<file path="src/rtl/pe_seq_ctrl_if.sv">
// Handshake bundle between pe_seq_ctrl and its surroundings: load stream, ALU result,
// forward-to-next-PE stream, alpha output stream and status.
interface pe_seq_ctrl_if #(
    parameter int unsigned DATA_W   = 32,
    parameter int unsigned ITER_NUM = 8
);
    localparam int unsigned ITER_W = $clog2(ITER_NUM + 1);

    logic              din_pe_v;
    logic              alu_v;
    logic [DATA_W-1:0] alu_data;
    logic              dout_pe_rdy;
    logic              load_v;
    logic              cmpt_v;
    logic              shift_v;
    logic              dout_tx_v;
    logic [DATA_W-1:0] dout_tx;
    logic              dout_pe_v;
    logic [DATA_W-1:0] dout_pe;
    logic [ITER_W-1:0] iter;
    logic              busy;
    logic              done;
    logic              err;

    modport master (
        output din_pe_v, alu_v, alu_data, dout_pe_rdy,
        input  load_v, cmpt_v, shift_v, dout_tx_v, dout_tx, dout_pe_v, dout_pe,
        input  iter, busy, done, err
    );

    modport slave (
        input  din_pe_v, alu_v, alu_data, dout_pe_rdy,
        output load_v, cmpt_v, shift_v, dout_tx_v, dout_tx, dout_pe_v, dout_pe,
        output iter, busy, done, err
    );
endinterface

</file>
<file path="src/rtl/pe_seq_ctrl.sv">
// PE sequencer: load -> compute -> transmit (-> shift) per iteration, then alpha output.
// Define PE_SEQ_SHIFT_EN to insert the SHIFT phase between TRANSMIT and LOAD.
module pe_seq_ctrl #(
    parameter int unsigned DATA_W    = 32,
    parameter int unsigned LOAD_NUM  = 16,
    parameter int unsigned INST_NUM  = 64,
    parameter int unsigned TX_NUM    = 4,
    parameter int unsigned ITER_NUM  = 8,
    parameter int unsigned ALPHA_NUM = 4,
    parameter int unsigned SHIFT_NUM = 4
) (
    input logic            clk,
    input logic            rst,
    pe_seq_ctrl_if.slave   pe_bus
);
    localparam int unsigned ITER_W  = $clog2(ITER_NUM + 1);
    localparam int unsigned MAX_A   = (LOAD_NUM > INST_NUM) ? LOAD_NUM : INST_NUM;
    localparam int unsigned MAX_B   = (TX_NUM > SHIFT_NUM) ? TX_NUM : SHIFT_NUM;
    localparam int unsigned MAX_C   = (MAX_A > MAX_B) ? MAX_A : MAX_B;
    localparam int unsigned CNT_MAX = (MAX_C > ALPHA_NUM) ? MAX_C : ALPHA_NUM;
    localparam int unsigned CNT_W   = $clog2(CNT_MAX + 1);

    typedef enum logic [2:0] {
        StIdle, StLoad, StCompute, StTransmit, StShift, StOutput
    } state_e;

    state_e              r_state, w_state_d;
    logic [CNT_W-1:0]    r_cnt, w_cnt_d;
    logic [ITER_W-1:0]   r_iter, w_iter_d;
    logic                r_tx_v, w_tx_v_d;
    logic [DATA_W-1:0]   r_tx, w_tx_d;
    logic                r_pe_v, w_pe_v_d;
    logic [DATA_W-1:0]   r_pe, w_pe_d;
    logic                r_done, w_done_d;
    logic                r_err, w_err_d;
    logic                w_hs;
    logic                w_cap;

    always_ff @(posedge clk) begin
        if (!rst) begin
            r_state <= StIdle;
            r_cnt   <= '0;
            r_iter  <= '0;
            r_tx_v  <= 1'b0;
            r_tx    <= '0;
            r_pe_v  <= 1'b0;
            r_pe    <= '0;
            r_done  <= 1'b0;
            r_err   <= 1'b0;
        end else begin
            r_state <= w_state_d;
            r_cnt   <= w_cnt_d;
            r_iter  <= w_iter_d;
            r_tx_v  <= w_tx_v_d;
            r_tx    <= w_tx_d;
            r_pe_v  <= w_pe_v_d;
            r_pe    <= w_pe_d;
            r_done  <= w_done_d;
            r_err   <= w_err_d;
        end
    end

    always_comb begin
        w_state_d = r_state;
        w_cnt_d   = r_cnt;
        w_iter_d  = r_iter;
        w_tx_v_d  = 1'b0;
        w_tx_d    = r_tx;
        w_pe_v_d  = r_pe_v;
        w_pe_d    = r_pe;
        w_done_d  = 1'b0;
        w_err_d   = r_err;
        w_hs      = 1'b0;
        w_cap     = 1'b0;

        unique case (r_state)
            StIdle: begin
                if (pe_bus.din_pe_v) begin
                    w_state_d = StLoad;
                    w_cnt_d   = CNT_W'(1);
                    w_iter_d  = '0;
                end
            end
            StLoad: begin
                if (pe_bus.din_pe_v) begin
                    if (r_cnt == CNT_W'(LOAD_NUM - 1)) begin
                        w_state_d = StCompute;
                        w_cnt_d   = '0;
                    end else begin
                        w_cnt_d = r_cnt + CNT_W'(1);
                    end
                end
            end
            StCompute: begin
                if (pe_bus.din_pe_v) w_err_d = 1'b1;
                if (r_cnt == CNT_W'(INST_NUM - 1)) begin
                    w_cnt_d = '0;
                    if (r_iter == ITER_W'(ITER_NUM - 1)) begin
                        w_state_d = StOutput;
                    end else begin
                        w_state_d = StTransmit;
                        w_iter_d  = r_iter + ITER_W'(1);
                    end
                end else begin
                    w_cnt_d = r_cnt + CNT_W'(1);
                end
            end
            StTransmit: begin
                if (pe_bus.din_pe_v) w_err_d = 1'b1;
                w_tx_v_d = 1'b1;
                w_tx_d   = pe_bus.alu_data;
                if (r_cnt == CNT_W'(TX_NUM - 1)) begin
                    w_cnt_d = '0;
`ifdef PE_SEQ_SHIFT_EN
                    w_state_d = StShift;
`else
                    w_state_d = StLoad;
`endif
                end else begin
                    w_cnt_d = r_cnt + CNT_W'(1);
                end
            end
`ifdef PE_SEQ_SHIFT_EN
            StShift: begin
                if (pe_bus.din_pe_v) w_err_d = 1'b1;
                if (r_cnt == CNT_W'(SHIFT_NUM - 1)) begin
                    w_state_d = StLoad;
                    w_cnt_d   = '0;
                end else begin
                    w_cnt_d = r_cnt + CNT_W'(1);
                end
            end
`endif
            StOutput: begin
                if (pe_bus.din_pe_v) w_err_d = 1'b1;
                w_hs  = r_pe_v & pe_bus.dout_pe_rdy;
                w_cap = pe_bus.alu_v & (~r_pe_v | pe_bus.dout_pe_rdy);
                // A beat arriving while the held word is stalled is dropped.
                if (pe_bus.alu_v && r_pe_v && !pe_bus.dout_pe_rdy) w_err_d = 1'b1;
                if (w_hs && (r_cnt == CNT_W'(ALPHA_NUM - 1))) begin
                    w_state_d = StIdle;
                    w_cnt_d   = '0;
                    w_pe_v_d  = 1'b0;
                    w_done_d  = 1'b1;
                end else begin
                    if (w_hs) w_cnt_d = r_cnt + CNT_W'(1);
                    if (w_cap) begin
                        w_pe_v_d = 1'b1;
                        w_pe_d   = pe_bus.alu_data;
                    end else if (w_hs) begin
                        w_pe_v_d = 1'b0;
                    end
                end
            end
            default: begin
                w_state_d = StIdle;
                w_cnt_d   = '0;
            end
        endcase
    end

    assign pe_bus.load_v    = pe_bus.din_pe_v & ((r_state == StIdle) | (r_state == StLoad));
    assign pe_bus.cmpt_v    = (r_state == StCompute);
`ifdef PE_SEQ_SHIFT_EN
    assign pe_bus.shift_v   = (r_state == StShift);
`else
    assign pe_bus.shift_v   = 1'b0;
`endif
    assign pe_bus.dout_tx_v = r_tx_v;
    assign pe_bus.dout_tx   = r_tx;
    assign pe_bus.dout_pe_v = r_pe_v;
    assign pe_bus.dout_pe   = r_pe;
    assign pe_bus.iter      = r_iter;
    assign pe_bus.busy      = (r_state != StIdle);
    assign pe_bus.done      = r_done;
    assign pe_bus.err       = r_err;
endmodule
</file>
<file path="src/flat_wrapper.sv">
// flat-port wrapper written by rule: the top's interface ports become plain ports
module pe_seq_ctrl_flat 
#(
    parameter int unsigned DATA_W    = 32,
    parameter int unsigned LOAD_NUM  = 16,
    parameter int unsigned INST_NUM  = 64,
    parameter int unsigned TX_NUM    = 4,
    parameter int unsigned ITER_NUM  = 8,
    parameter int unsigned ALPHA_NUM = 4,
    parameter int unsigned SHIFT_NUM = 4
)
  (clk, rst, pe_bus_din_pe_v, pe_bus_alu_v, pe_bus_alu_data, pe_bus_dout_pe_rdy, pe_bus_load_v, pe_bus_cmpt_v, pe_bus_shift_v, pe_bus_dout_tx_v, pe_bus_dout_tx, pe_bus_dout_pe_v, pe_bus_dout_pe, pe_bus_iter, pe_bus_busy, pe_bus_done, pe_bus_err);
  pe_seq_ctrl_if #(.DATA_W(DATA_W), .ITER_NUM(ITER_NUM)) pe_bus_i ();
  input logic clk;
  input logic rst;
  input wire logic [$bits(pe_bus_i.din_pe_v)-1:0] pe_bus_din_pe_v;
  input wire logic [$bits(pe_bus_i.alu_v)-1:0] pe_bus_alu_v;
  input wire logic [$bits(pe_bus_i.alu_data)-1:0] pe_bus_alu_data;
  input wire logic [$bits(pe_bus_i.dout_pe_rdy)-1:0] pe_bus_dout_pe_rdy;
  output wire logic [$bits(pe_bus_i.load_v)-1:0] pe_bus_load_v;
  output wire logic [$bits(pe_bus_i.cmpt_v)-1:0] pe_bus_cmpt_v;
  output wire logic [$bits(pe_bus_i.shift_v)-1:0] pe_bus_shift_v;
  output wire logic [$bits(pe_bus_i.dout_tx_v)-1:0] pe_bus_dout_tx_v;
  output wire logic [$bits(pe_bus_i.dout_tx)-1:0] pe_bus_dout_tx;
  output wire logic [$bits(pe_bus_i.dout_pe_v)-1:0] pe_bus_dout_pe_v;
  output wire logic [$bits(pe_bus_i.dout_pe)-1:0] pe_bus_dout_pe;
  output wire logic [$bits(pe_bus_i.iter)-1:0] pe_bus_iter;
  output wire logic [$bits(pe_bus_i.busy)-1:0] pe_bus_busy;
  output wire logic [$bits(pe_bus_i.done)-1:0] pe_bus_done;
  output wire logic [$bits(pe_bus_i.err)-1:0] pe_bus_err;
  assign pe_bus_i.din_pe_v = pe_bus_din_pe_v;
  assign pe_bus_i.alu_v = pe_bus_alu_v;
  assign pe_bus_i.alu_data = pe_bus_alu_data;
  assign pe_bus_i.dout_pe_rdy = pe_bus_dout_pe_rdy;
  assign pe_bus_load_v = pe_bus_i.load_v;
  assign pe_bus_cmpt_v = pe_bus_i.cmpt_v;
  assign pe_bus_shift_v = pe_bus_i.shift_v;
  assign pe_bus_dout_tx_v = pe_bus_i.dout_tx_v;
  assign pe_bus_dout_tx = pe_bus_i.dout_tx;
  assign pe_bus_dout_pe_v = pe_bus_i.dout_pe_v;
  assign pe_bus_dout_pe = pe_bus_i.dout_pe;
  assign pe_bus_iter = pe_bus_i.iter;
  assign pe_bus_busy = pe_bus_i.busy;
  assign pe_bus_done = pe_bus_i.done;
  assign pe_bus_err = pe_bus_i.err;
  pe_seq_ctrl #(.DATA_W(DATA_W), .LOAD_NUM(LOAD_NUM), .INST_NUM(INST_NUM), .TX_NUM(TX_NUM), .ITER_NUM(ITER_NUM), .ALPHA_NUM(ALPHA_NUM), .SHIFT_NUM(SHIFT_NUM)) u_core (.clk(clk), .rst(rst), .pe_bus(pe_bus_i));
endmodule
</file>
<file path="config.mk">
export PLATFORM = sky130hd
export DESIGN_NAME = pe_seq_ctrl_flat
export DESIGN_NICKNAME = d
export VERILOG_FILES = /design/src/rtl/pe_seq_ctrl_if.sv /design/src/rtl/pe_seq_ctrl.sv /design/src/flat_wrapper.sv
export SDC_FILE = /design/constraint.sdc
export NUM_CORES = 1
export LEC_CHECK = 0
export BUFFER_PORTS_ARGS = -buffer_cell sky130_fd_sc_hd__buf_2
export CAP_MARGIN = 20
export CORE_ASPECT_RATIO = 1.4
export CORE_UTILIZATION = 49
export CTS_CLUSTER_DIAMETER = 40
export DETAILED_ROUTE_END_ITERATION = 10
export MAX_ROUTING_LAYER = met4
export PLACE_DENSITY_LB_ADDON = 0.12
export SETUP_SLACK_MARGIN = 0.5
export SYNTH_ARGS = -nofsm -noshare
export SYNTH_HDL_FRONTEND = slang
export SYNTH_SLANG_ARGS = --single-unit
</file>
<file path="constraint.sdc">
create_clock -name clk -period 2.4 [get_ports clk]
set_input_delay 0.12 -clock clk [delete_from_list [all_inputs] [get_ports clk]]
set_output_delay 0.12 -clock clk [all_outputs]
set_load 0.02 [all_outputs]
</file>
# Word level (Yosys, flattened, before mapping)
# Index checks and enable logic that the tools add are counted.
[totals]
ff_bits = 82
inputBits = 37
word_cells = 78
[op_classes]
add_sub_neg = 2
muxes = 28
eq_ne = 16
reduce_logical = 16
n_bitwise = 7
[op_table]
columns = ["operator", "n"]
rows = [
  ["$mux W7", 7],
  ["$pmux W7 S5", 1],
  ["$mux W3", 7],
  ["$pmux W3 S5", 1],
  ["$mux W4", 3],
  ["$ne A2 B1 Y1 const B", 4],
  ["$pmux W4 S2", 1],
  ["$add A7 B1 Y7 const B", 1],
  ["$eq A7 B2 Y1 const B", 1],
  ["$eq A7 B4 Y1 const B", 1],
  ["$eq A7 B6 Y1 const B", 1],
  ["$mux W1", 7],
  ["$eq A3 B2 Y1 const B", 2],
  ["$ne A2 B2 Y1 const B", 3],
  ["$reduce_and A3 Y1", 2],
  ["$reduce_and A6 Y1", 1],
  ["$reduce_bool A3 Y1", 2],
  ["$add A4 B1 Y4 const B", 1],
  ["$eq A4 B3 Y1 const B", 1],
  ["$reduce_and A2 Y1", 2],
  ["$reduce_and A4 Y1", 1],
  ["$reduce_bool A2 Y1", 2],
  ["$and A1 B1 Y1", 3],
  ["$eq A3 B1 Y1 const B", 1],
  ["9 further kinds", 13],
]

# Depth between registers and ports, before layout
# Gate-level depths: netlist (run 1).
[logic_depth]
depth_word = 5
depth_mapped = 7

# Least setup slack after synthesis (run 1)
# OpenSTA, ideal clock, no wires.
[synth_path]
kind = "flip-flop to flip-flop"
start = "register u_core.r_cnt[0]"
end = "register u_core.r_state[0]"
stages_incl_launch_ff = 7
period_less_slack_ns = 1.890
n_path_buf = 0
setup_ns = 0.137
required_ns = 2.263
setup_slack_ns = 0.510
t_arrival_ns = 1.754
cell_sequence = "dfxtp_1 -> ha_1 -> or4b_4 -> o31ai_4 -> nand4_4 -> o211ai_1 -> o31ai_1"
[synth_between]
elab_chain_len = 4
[synth_lines]
columns = ["item", "line_no", "source"]
rows = [
  ["from (decl)", "pe_seq_ctrl.sv:28", "logic [CNT_W-1:0] r_cnt, w_cnt_d;"],
  ["from (signal assigned)", "pe_seq_ctrl.sv:52", "r_cnt <= w_cnt_d;"],
  ["$eq A7 B2 Y1", "pe_seq_ctrl.sv:112, pe_seq_ctrl.sv:140", ""],
  ["$logic_and A1 B1 Y1", "pe_seq_ctrl.sv:140", "if (w_hs && (r_cnt == CNT_W'(ALPHA_NUM - 1))) begin"],
  ["$ne A2 B1 Y1 (no line)", "--", ""],
  ["$reduce_and A6 Y1 (no line) *", "--", ""],
  ["to (signal assigned)", "pe_seq_ctrl.sv:41", "r_state <= StIdle;"],
  ["to (signal assigned)", "pe_seq_ctrl.sv:51", "r_state <= w_state_d;"],
  ["to (decl)", "pe_seq_ctrl.sv:27", "state_e r_state, w_state_d;"],
]
# Every way passes the cells marked *; elsewhere a longest branch is shown, timed or not.
# A chain may end at the register's enable or synchronous reset.

# Worst setup path in the final report (run 1)
# Ends and elaborated chain as after synthesis.

==> results of run 1 <==
==> cells in the final DEF, fill, tap and decap left out, types with 3 or more instances in the layout <==
master,n
a32oi_1,3
o21ai_2,4
clkbuf_8,11
buf_2,111
xor2_1,4
nor2_1,48
nand2_1,75
xnor2_1,4
mux2i_1,33
nand3_1,4
a21oi_1,39
dfxtp_1,80
dlygate4sd3_1,5
buf_4,14
==> power by group <==
part | leakage (µW) | internal (µW) | switching [µW]
Clock | 0.000117 | 644 | 486
Combinational | 0.00106 | 293 | 500
Sequential | 0.000662 | 1440 | 46.2
==> area by class of cell <==
type,count,share of cell area
Clock inverter,4,0.0173
Tap cell,72,0.0212
Multi-Input combinational cell,258,0.360
Clock buffer,12,0.0364
Timing Repair Buffer,132,0.176
Inverter,3,0.00265
Sequential cell,82,0.386
==> what timing repair did <==
action                                 CTS  global route
setup endpoints to repair               41            31
pin swaps                                4             4
gates cloned                             0             0
setup buffers                            6             0
hold buffers                             5             0
resized for setup                        7             3
endpoints found under the hold margin    5             0
==> cell families after synthesis <==
logic type,after synthesis
XOR/XNOR,8
AND/OR/NAND/NOR,149
other,1
adder cells (fa/ha/maj),2
buffers and inverters,25
AO/OA/AOI/OAI,65
multiplexers,33
flip-flops,82
==> worst min path at each step <==
stage | slack, ps | cells past startpoint | from | to
final | 20 | 3 | pe_bus_alu_data[31] | u_core.pe_bus.dout_tx[31]$_SDFFE_PN0P_
after detailed placement | 380 | 3 | pe_bus_alu_data[17] | u_core.pe_bus.dout_tx[17]$_SDFFE_PN0P_
after CTS | 2 | 3 | pe_bus_alu_data[18] | u_core.pe_bus.dout_tx[18]$_SDFFE_PN0P_
after floorplan | 240 | 1 | rst | u_core.r_state[1]$_SDFFE_PN0P_
after global placement | 370 | 3 | pe_bus_alu_data[23] | u_core.pe_bus.dout_pe[23]$_SDFFE_PN0P_
after global routing | 8 | 3 | pe_bus_alu_data[28] | u_core.pe_bus.dout_tx[28]$_SDFFE_PN0P_
==> sequential cells by signal (all words and copies together) (netlist names) <==
name / cells
u_core.pe_bus.done: 1
u_core.pe_bus.dout_pe: 32
u_core.pe_bus.dout_pe_v: 1
u_core.pe_bus.dout_tx: 32
u_core.pe_bus.dout_tx_v: 1
u_core.pe_bus.err: 1
u_core.pe_bus.iter: 4
u_core.r_cnt: 7
u_core.r_state: 3
==> critical path: cells and delay by family, from the launching register on <==
family	cells	cell delay [ps]
compound gates	3	580
flops	1	360
fa+ha+maj	1	140
simple gates	2	730
==> stage by stage <==
stage	total power [µW]	worst slack, ps	cells	utilization	cell area (µm²)
3_5_place_dp	2260	150	536	0.618	3890
3_3_place_gp	2250	218	536	0.618	3890
5_1_grt	3580	393	563	0.676	4260
2_1_floorplan	2020	510	365	-	3240
4_1_cts	3410	492	563	0.674	4240
6_report	3410	473	563	0.676	4260
==> per-layer routing <==
layer	share of wire	routed length, µm	GRT usage
met2	0.49	3720	0.368
met4	0.015	112	0.0954
met3	0.053	407	0.0578
met1	0.44	3370	0.276
met5	0	0	-
==> flow_summary.yaml, run 1 <==
synthesis:
  synth_area_um2: 3240
  synth_top_area_share: 0.507
  syn_inst: 365
  synth-compound-area-share: 0.121
  synth_flop_cell: "dfxtp_1"
  synth.most_common_cell: "dfxtp_1"
  synth-edff-count: 0
  ys.warnings.count: 0
  async_flop_share: 0
  synth.distinct_cells: 47
  syn_nets: 404
  yosys.area_share.xor_xnor: 0.0217
  yosysSeqAreaShare: 0.507
  synth_top_family_by_area: "simple AND/OR/NAND/NOR gates"
  synth_top_area_cell: "dfxtp_1"
  yosys-mux-area-fraction: 0.102
  yosys.area_share.simple: 0.205
  synthAdderAreaFrac: 0.00773
  synth_area_leaders: "dfxtp_1 51%, mux2i_1 10%, nand2_1 8.7%"
  yosys-top-cells-count: "82 x dfxtp_1, 75 x nand2_1, 48 x nor2_1"
  yosys_register_bits: 82
  synth_area_per_cell_um2: 8.86
cts:
  cts_buffer_depth: 2
  cts_root_buf: "clkbuf_8"
  cts_num_sinks: 82
  h-tree-depth: 3
  clk_pin_slew_worst_paths_ps: 80
  insertion_delay_ps: 350
  cts_buffers: 9
  cts_tree: "done"
worst_setup_path:
  endpoint: "u_core.r_state[0]$_SDFFE_PN0P_"
  rrSetupSlack_ps: 470
  rr_endpoint: "u_core.r_state[0]$_SDFFE_PN0P_"
  slowest_delay_ps: 530
  end_kind: "flip-flop"
  critPathLaunch: "u_core.r_cnt[0]$_SDFFE_PN0P_"
  worst_ep_required_time_ps: 2630
  critPathLaunchType: "flip-flop"
  crit_chain: "ha_4 > or4b_4 > o31ai_4 > nand4_4 > o211ai_1 > o31ai_1"
  rr_startpoint: "u_core.r_cnt[0]$_SDFFE_PN0P_"
  timing_worst_setup_path_type: "flip-flop to flip-flop"
  reg2reg_depth: 6
  worst-endpoint-arrival_ps: 2160
  crit_slowest_cell: "or4b_4"
  crit_path_max_fanout: 8
power:
  peakVddDrop_v: 0.000448
  powerDensity_nw_per_um2: 801
  leakage_uw: 0.00184
status:
  violations: "DRC"
  status: "finished, violations left"
drt:
  drc: 10
  dr.pass1.iters: 8
  viasPerCell: 5.18
  avgRoutedWirePerCell_um: 13.5
  drt_iter0_markers: 110
  postRouteWirelength_mm: 7.61
  num_vias: 2917
  antenna_left: 0
die:
  die_w_um: 70.7
  initial_utilization: 0.514
  coreArea_um2: 6300
  rows: 34
  boundaryPins: 113
  dieArea_um2: 6940
  die_h_um: 98.2
layout:
  fin_nets: 525
  drive_gt1_frac: 0.326
  diodes: 0
  num-fill-cells: 541
  multi_input_area_um2: 1530
  areaGrowthSynthToFinish_pct: 31.6
  seqCellArea_um2: 1640
run:
  maxCapViolCount: 0
timing:
  drv_slew: 0
  setup-tns-final_ps: 0
  rsz0062_at_grt: "true"
  worstMarginPinSlew_ps: 603
  fmax_ghz: 0.519
  whs_ps: 17.7
  finalCritPeriodShare: 0.803
  finalSetupViolations: 0
  fin_crit_ps: 1930
  maxSlewHeadroom: 0.597
  finClkSkew_ps: 6.70
  hold_viol: 0
global_route:
  grt-ovfl-total: 0
  antenna_found_initial: 0
  grt_pass1_wl_mm: 12.3
  grt_max_degree: 36
  grtUsageTotal: 0.230
  grt_pass1_vias: 2653
place:
  io_buffers: 111
  detailed_place_hpwl_mm: 5.12
  place_congestion: 0.885
min_path:
  hp-class: "input port to flip-flop"
(Power assumes the default switching activity.)
==> run 2, diff against run 1 <==
clock period = 1.8 ns   (was 2.4 ns; I/O delays follow)
==> flow_summary.yaml, run 2 (synthesis results as in run 1) <==
worst_setup_path:
  cp_num_buf_inv: 2
  crit_slowest_cell: "or4b_4"
  worst_ep_required_time_ps: 2020
  crit_path_max_fanout: 13
  worst-endpoint-arrival_ps: 2150
  critPathLaunchType: "flip-flop"
  reg2reg_depth: 8
  critical-path-top-delay-family: "simple AND/OR/NAND/NOR gates"
  crit_chain: "ha_4 > or4b_4 > buf_4 > o21ai_4 > a21oi_4 > buf_12 > mux2i_1 > nor2_1"
  timing_worst_setup_path_type: "flip-flop to flip-flop"
  end_kind: "flip-flop"
  rr_endpoint: "u_core.pe_bus.dout_pe[16]$_SDFFE_PN0P_"
  slowest_delay_ps: 520
  rr_startpoint: "u_core.r_cnt[1]$_SDFFE_PN0P_"
  rrSetupSlack_ps: -130
die:
  die_h_um: 98.2
  initial_utilization: 0.514
  dieArea_um2: 6940
  boundaryPins: 113
  coreArea_um2: 6300
  die_w_um: 70.7
  rows: 34
timing:
  hold_viol: 0
  fmax_ghz: 0.519
  finalCritPeriodShare: 1.07
  fin_crit_ps: 1930
  finalSetupViolations: 42
  finalWorstSetupSlack_ps: -127
  rsz0062_at_grt: "true"
  finClkSkew_ps: 14.8
  drv_slew: 0
layout:
  diodes: 0
  utilization: 0.767
  final_cell_mix: "109 x buf_2, 75 x dfxtp_1, 74 x nand2_1, 48 x nor2_1, 37 x a21oi_1"
  final_common_cell: "buf_2"
  fin_area_um2: 4830
  drive_gt1_frac: 0.365
  areaGrowthSynthToFinish_pct: 49.2
  fin_nets: 573
global_route:
  antenna_found_initial: 0
  grt_pass1_wl_mm: 13.7
  grt-ovfl-total: 0
  grtUsageTotal: 0.256
  grt_pass1_vias: 3038
  grt_max_degree: 54
place:
  place_area_um2: 4110
  io_buffers: 111
  detailed_place_hpwl_mm: 5.30
  place_congestion: 0.932
drt:
  avgRoutedWirePerCell_um: 13.8
  drc: 12
  dr.pass1.iters: 7
  viasPerCell: 5.10
  antenna_left: 0
  postRouteWirelength_mm: 8.42
  drt_iter0_markers: 177
  num_vias: 3115
status:
  violations: "DRC, setup timing"
  status: "finished, violations left"
power:
  powerDensity_nw_per_um2: 983
  peakVddDrop_v: 0.000612
  leakage_uw: 0.00207
cts:
  cts_buffers: 9
  clk_pin_slew_worst_paths_ps: 90
  cts_num_sinks: 82
  h-tree-depth: 3
  cts_tree: "done"
  insertion_delay_ps: 350
  cts_buffer_depth: 2
  cts_root_buf: "clkbuf_8"
min_path:
  hold-path-cell-count: 2
  holdPathEnd: "u_core.r_state[1]$_SDFFE_PN0P_"
  hp-class: "input port to flip-flop"
  hp-start: "rst"
run:
  maxCapViolCount: 0
==> run 2: cell types whose count changed in the layout (fill, tap and decap cells not counted), sizes merged <==
| cell | before | now |
|---|---|---|
| inv | 3 | 5 |
| clkinvlp | 0 | 1 |
| buf | 127 | 148 |
| clkbuf | 12 | 10 |
| dlygate4sd3 | 5 | 32 |
| bufinv | 2 | 1 |
==> run 2: cell type report <==
cell class / instances / area (µm²)
multi-input cells: 258 / 1610
flip-flops and latches: 82 / 1660
clock buffers: 10 / 138
repair buffers: 180 / 1240
clock inverters: 6 / 72.6
inverters: 3 / 11.3
well taps: 72 / 90.1
fillers: 488 / 1470
==> run 2: worst register-to-register path, cell delays in order, from the launching register on <==
cell and delay (ps):
dfxtp_2 360, ha_4 140, or4b_4 520, buf_4 170, o21ai_4 130, a21oi_4 110, buf_12 170, mux2i_1 150
nor2_1 60
==> run 2: power breakdown <==
part	switching, µW	internal, µW
Sequential	97.5	1940
Clock	700	694
Combinational	708	607
Total	1510	3240
==> run 2: per-layer routing <==
metal | part of all wire | GRT usage | wire, µm | up-vias
met5 | 0 | - | 0 | -
met4 | 0.018 | 0.109 | 149 | 0
met3 | 0.045 | 0.0526 | 383 | 16
met2 | 0.52 | 0.423 | 4340 | 90
met1 | 0.42 | 0.302 | 3550 | 1440
li1 | - | - | - | 1569
==> run 2: through the flow <==
step	TNS [ps]	cells	total power, µW	setup WS (ps)	hold slack (ps)
4_1_cts	-708	603	4700	-87.7	14.2
5_1_grt	-6210	611	4980	-202	23.0
3_5_place_dp	-607	551	3160	-51.1	348
2_1_floorplan	0	365	2790	24.4	208
3_3_place_gp	-5.42	551	3130	-5.42	340
6_report	-3720	611	4740	-127	35.7
==> run 2: how the worst max path moves through the flow <==
stage / start / to / slack, ps / cells after the start
final: u_core.r_cnt[1]$_SDFFE_PN0P_ / u_core.pe_bus.dout_pe[16]$_SDFFE_PN0P_ / -130 / 8
after floorplan: u_core.r_cnt[1]$_SDFFE_PN0P_ / u_core.r_state[0]$_SDFFE_PN0P_ / 20 / 6
after CTS: u_core.r_cnt[1]$_SDFFE_PN0P_ / u_core.r_state[0]$_SDFFE_PN0P_ / -90 / 6
after global routing: u_core.r_cnt[1]$_SDFFE_PN0P_ / u_core.r_state[0]$_SDFFE_PN0P_ / -200 / 6
after global placement: u_core.r_cnt[1]$_SDFFE_PN0P_ / u_core.r_state[0]$_SDFFE_PN0P_ / -5 / 6
after detailed placement: u_core.r_cnt[1]$_SDFFE_PN0P_ / u_core.r_state[0]$_SDFFE_PN0P_ / -50 / 6
==> run 2: repair_timing <==
item / CTS / global route
buffers inserted: 4 / 8
setup endpoints to repair: 81 / 83
pin swaps: 8 / 10
endpoints found under the hold margin: 59 / 0
gates resized for setup: 17 / 7
hold buffers: 32 / 0
==> run 3, diff against run 2 <==
--- a/config.mk
+++ b/config.mk
@@ -14,4 +14,3 @@
 export MAX_ROUTING_LAYER = met4
-export PLACE_DENSITY_LB_ADDON = 0.12
-export SETUP_SLACK_MARGIN = 0.5
+export PLACE_DENSITY = 0.82
 export SYNTH_ARGS = -nofsm -noshare
--- a/constraint.sdc
+++ b/constraint.sdc
@@ -3,2 +3,2 @@
 set_output_delay 0.09 -clock clk [all_outputs]
-set_load 0.02 [all_outputs]
+set_load 0.01 [all_outputs]
==> flow_summary.yaml, run 3 (synthesis results as in run 1) <==
status:
  status: "finished, violations left"
  violations: "DRC, setup timing"
die:
  rows: 34
  die_h_um: 98.2
  dieArea_um2: 6940
  initial_utilization: 0.514
  boundaryPins: 113
  coreArea_um2: 6300
  die_w_um: 70.7
cts:
  cts_root_buf: "clkbuf_8"
  cts_buffers: 9
  insertion_delay_ps: 340
  cts_tree: "done"
  cts_buffer_depth: 2
  clk_pin_slew_worst_paths_ps: 90
  cts_num_sinks: 82
  h-tree-depth: 3
timing:
  finalSetupViolations: 41
  maxSlewHeadroom: 0.572
  finClkSkew_ps: 7.44
  hold_viol: 0
  finalWorstSetupSlack_ps: -148
  fmax_ghz: 0.513
  finalCritPeriodShare: 1.08
  rsz0062_at_grt: "true"
  fin_crit_ps: 1950
  drv_slew: 0
  worstMarginPinSlew_ps: 642
power:
  peakVddDrop_v: 0.000630
  leakage_uw: 0.00201
  p_sw_uw: 1390
  power.total_uw: 4510
  p_clk_frac: 0.308
  swShare: 0.307
  internal_power_uw: 3120
  powerDensity_nw_per_um2: 975
  seqPwrFrac: 0.445
  combPwrFrac: 0.247
layout:
  stdcell_count: 601
  final_common_cell: "buf_2"
  drive_gt1_frac: 0.338
  multi_input_area_um2: 1550
  final_cell_mix: "111 x buf_2, 78 x dfxtp_1, 75 x nand2_1, 48 x nor2_1, 38 x a21oi_1"
  areaGrowthSynthToFinish_pct: 42.9
  num-fill-cells: 447
  seqCellArea_um2: 1650
  fin_nets: 563
  diodes: 0
global_route:
  grtUsageTotal: 0.257
  grt_pass1_vias: 3009
  grt_max_degree: 42
  grt_pass1_wl_mm: 13.7
  grt-ovfl-total: 0
  antenna_found_initial: 0
worst_setup_path:
  critPathLaunchType: "flip-flop"
  worst-endpoint-arrival_ps: 2180
  worst_ep_required_time_ps: 2030
  end_kind: "flip-flop"
  timing_worst_setup_path_type: "flip-flop to flip-flop"
  crit_path_max_fanout: 14
place:
  detailed_place_hpwl_mm: 5.74
  place_congestion: 0.867
  place_inst: 552
  dp_worst_setup_slack_ps: -104
  io_buffers: 111
drt:
  antenna_left: 0
  viasPerCell: 5.30
  dr.pass1.iters: 8
  avgRoutedWirePerCell_um: 14.6
  postRouteWirelength_mm: 8.75
  drc: 10
  drt_iter0_markers: 159
  num_vias: 3188
min_path:
  hp-class: "input port to flip-flop"
run:
  maxCapViolCount: 0
run 3: changes by cell type in the layout (fill, tap and decap cells not counted), moves of 3 or more:
cell / before / now
buf_4: 28 / 24
buf_6: 6 / 1
dfxtp_1: 75 / 78
dfxtp_4: 4 / 0
mux2i_1: 33 / 30
mux2i_2: 0 / 3
run 3: cell type report:
| cell class | instances | area share |
|---|---|---|
| timing repair buffer | 170 | 0.242 |
| sequential | 82 | 0.356 |
| clock inverter | 6 | 0.0152 |
| clock buffer | 10 | 0.0298 |
| inverter | 3 | 0.00244 |
| tap | 72 | 0.0195 |
| multi-input combinational | 258 | 0.335 |
run 3: worst max-delay path, cell delays in order, from the launching register on:
cell and delay, ps:
dfxtp_2 360, ha_4 130, or4b_4 520, buf_4 170
o21ai_4 140, a21oi_4 100, buf_12 170, mux2i_1 180
nor2_1 70
run 3: metrics by stage:
| step | hold WS (ps) | util | instance area [µm²] | setup TNS, ps |
|---|---|---|---|---|
| floorplan | 208 | - | 3260 | 0 |
| global placement | 339 | 0.643 | 4050 | -33.5 |
| detailed placement | 347 | 0.643 | 4050 | -1390 |
| CTS | 1.51 | 0.727 | 4570 | -1950 |
| global route | 6.06 | 0.734 | 4620 | -7380 |
| finish | 2.61 | 0.734 | 4620 | -4540 |
run 3: layer usage:
| metal | GRT usage | up-vias | part of all wire |
|---|---|---|---|
| li1 | - | 1553 | - |
| met1 | 0.269 | 1491 | 0.39 |
| met2 | 0.450 | 114 | 0.53 |
| met3 | 0.0526 | 30 | 0.040 |
| met4 | 0.134 | 0 | 0.034 |
| met5 | - | - | 0 |
run 3: timing repair:
action                     CTS  global route
hold endpoints to repair    46             0
hold buffers                31             0
buffers inserted             1             1
pin swaps                    4             5
resized for setup            0            11
setup endpoints to repair   41            44
run 3: path summary, 6_finish.rpt:
check                                                           start                                endpoint  slack (ps)  cells past startpoint
worst min register to register  u_core.pe_bus.dout_tx[6]$_SDFFE_PN0P_   u_core.pe_bus.dout_tx[6]$_SDFFE_PN0P_         450                      2
worst max register to register           u_core.r_cnt[1]$_SDFFE_PN0P_  u_core.pe_bus.dout_pe[21]$_SDFFE_PN0P_        -150                      8
worst max-delay path                     u_core.r_cnt[1]$_SDFFE_PN0P_  u_core.pe_bus.dout_pe[21]$_SDFFE_PN0P_        -150                      8
worst min-delay path                              pe_bus_alu_data[23]  u_core.pe_bus.dout_pe[23]$_SDFFE_PN0P_           3                      3
run 3: power by group through the flow:
stage | Clock, µW | Sequential, µW | Combinational, µW
final | 1390 | 2010 | 1110
after global routing | 1500 | 2020 | 1210
after CTS | 1420 | 2000 | 1080
after detailed placement | 0 | 2040 | 1030
after global placement | 0 | 2040 | 995
after floorplan | 0 | 2060 | 574
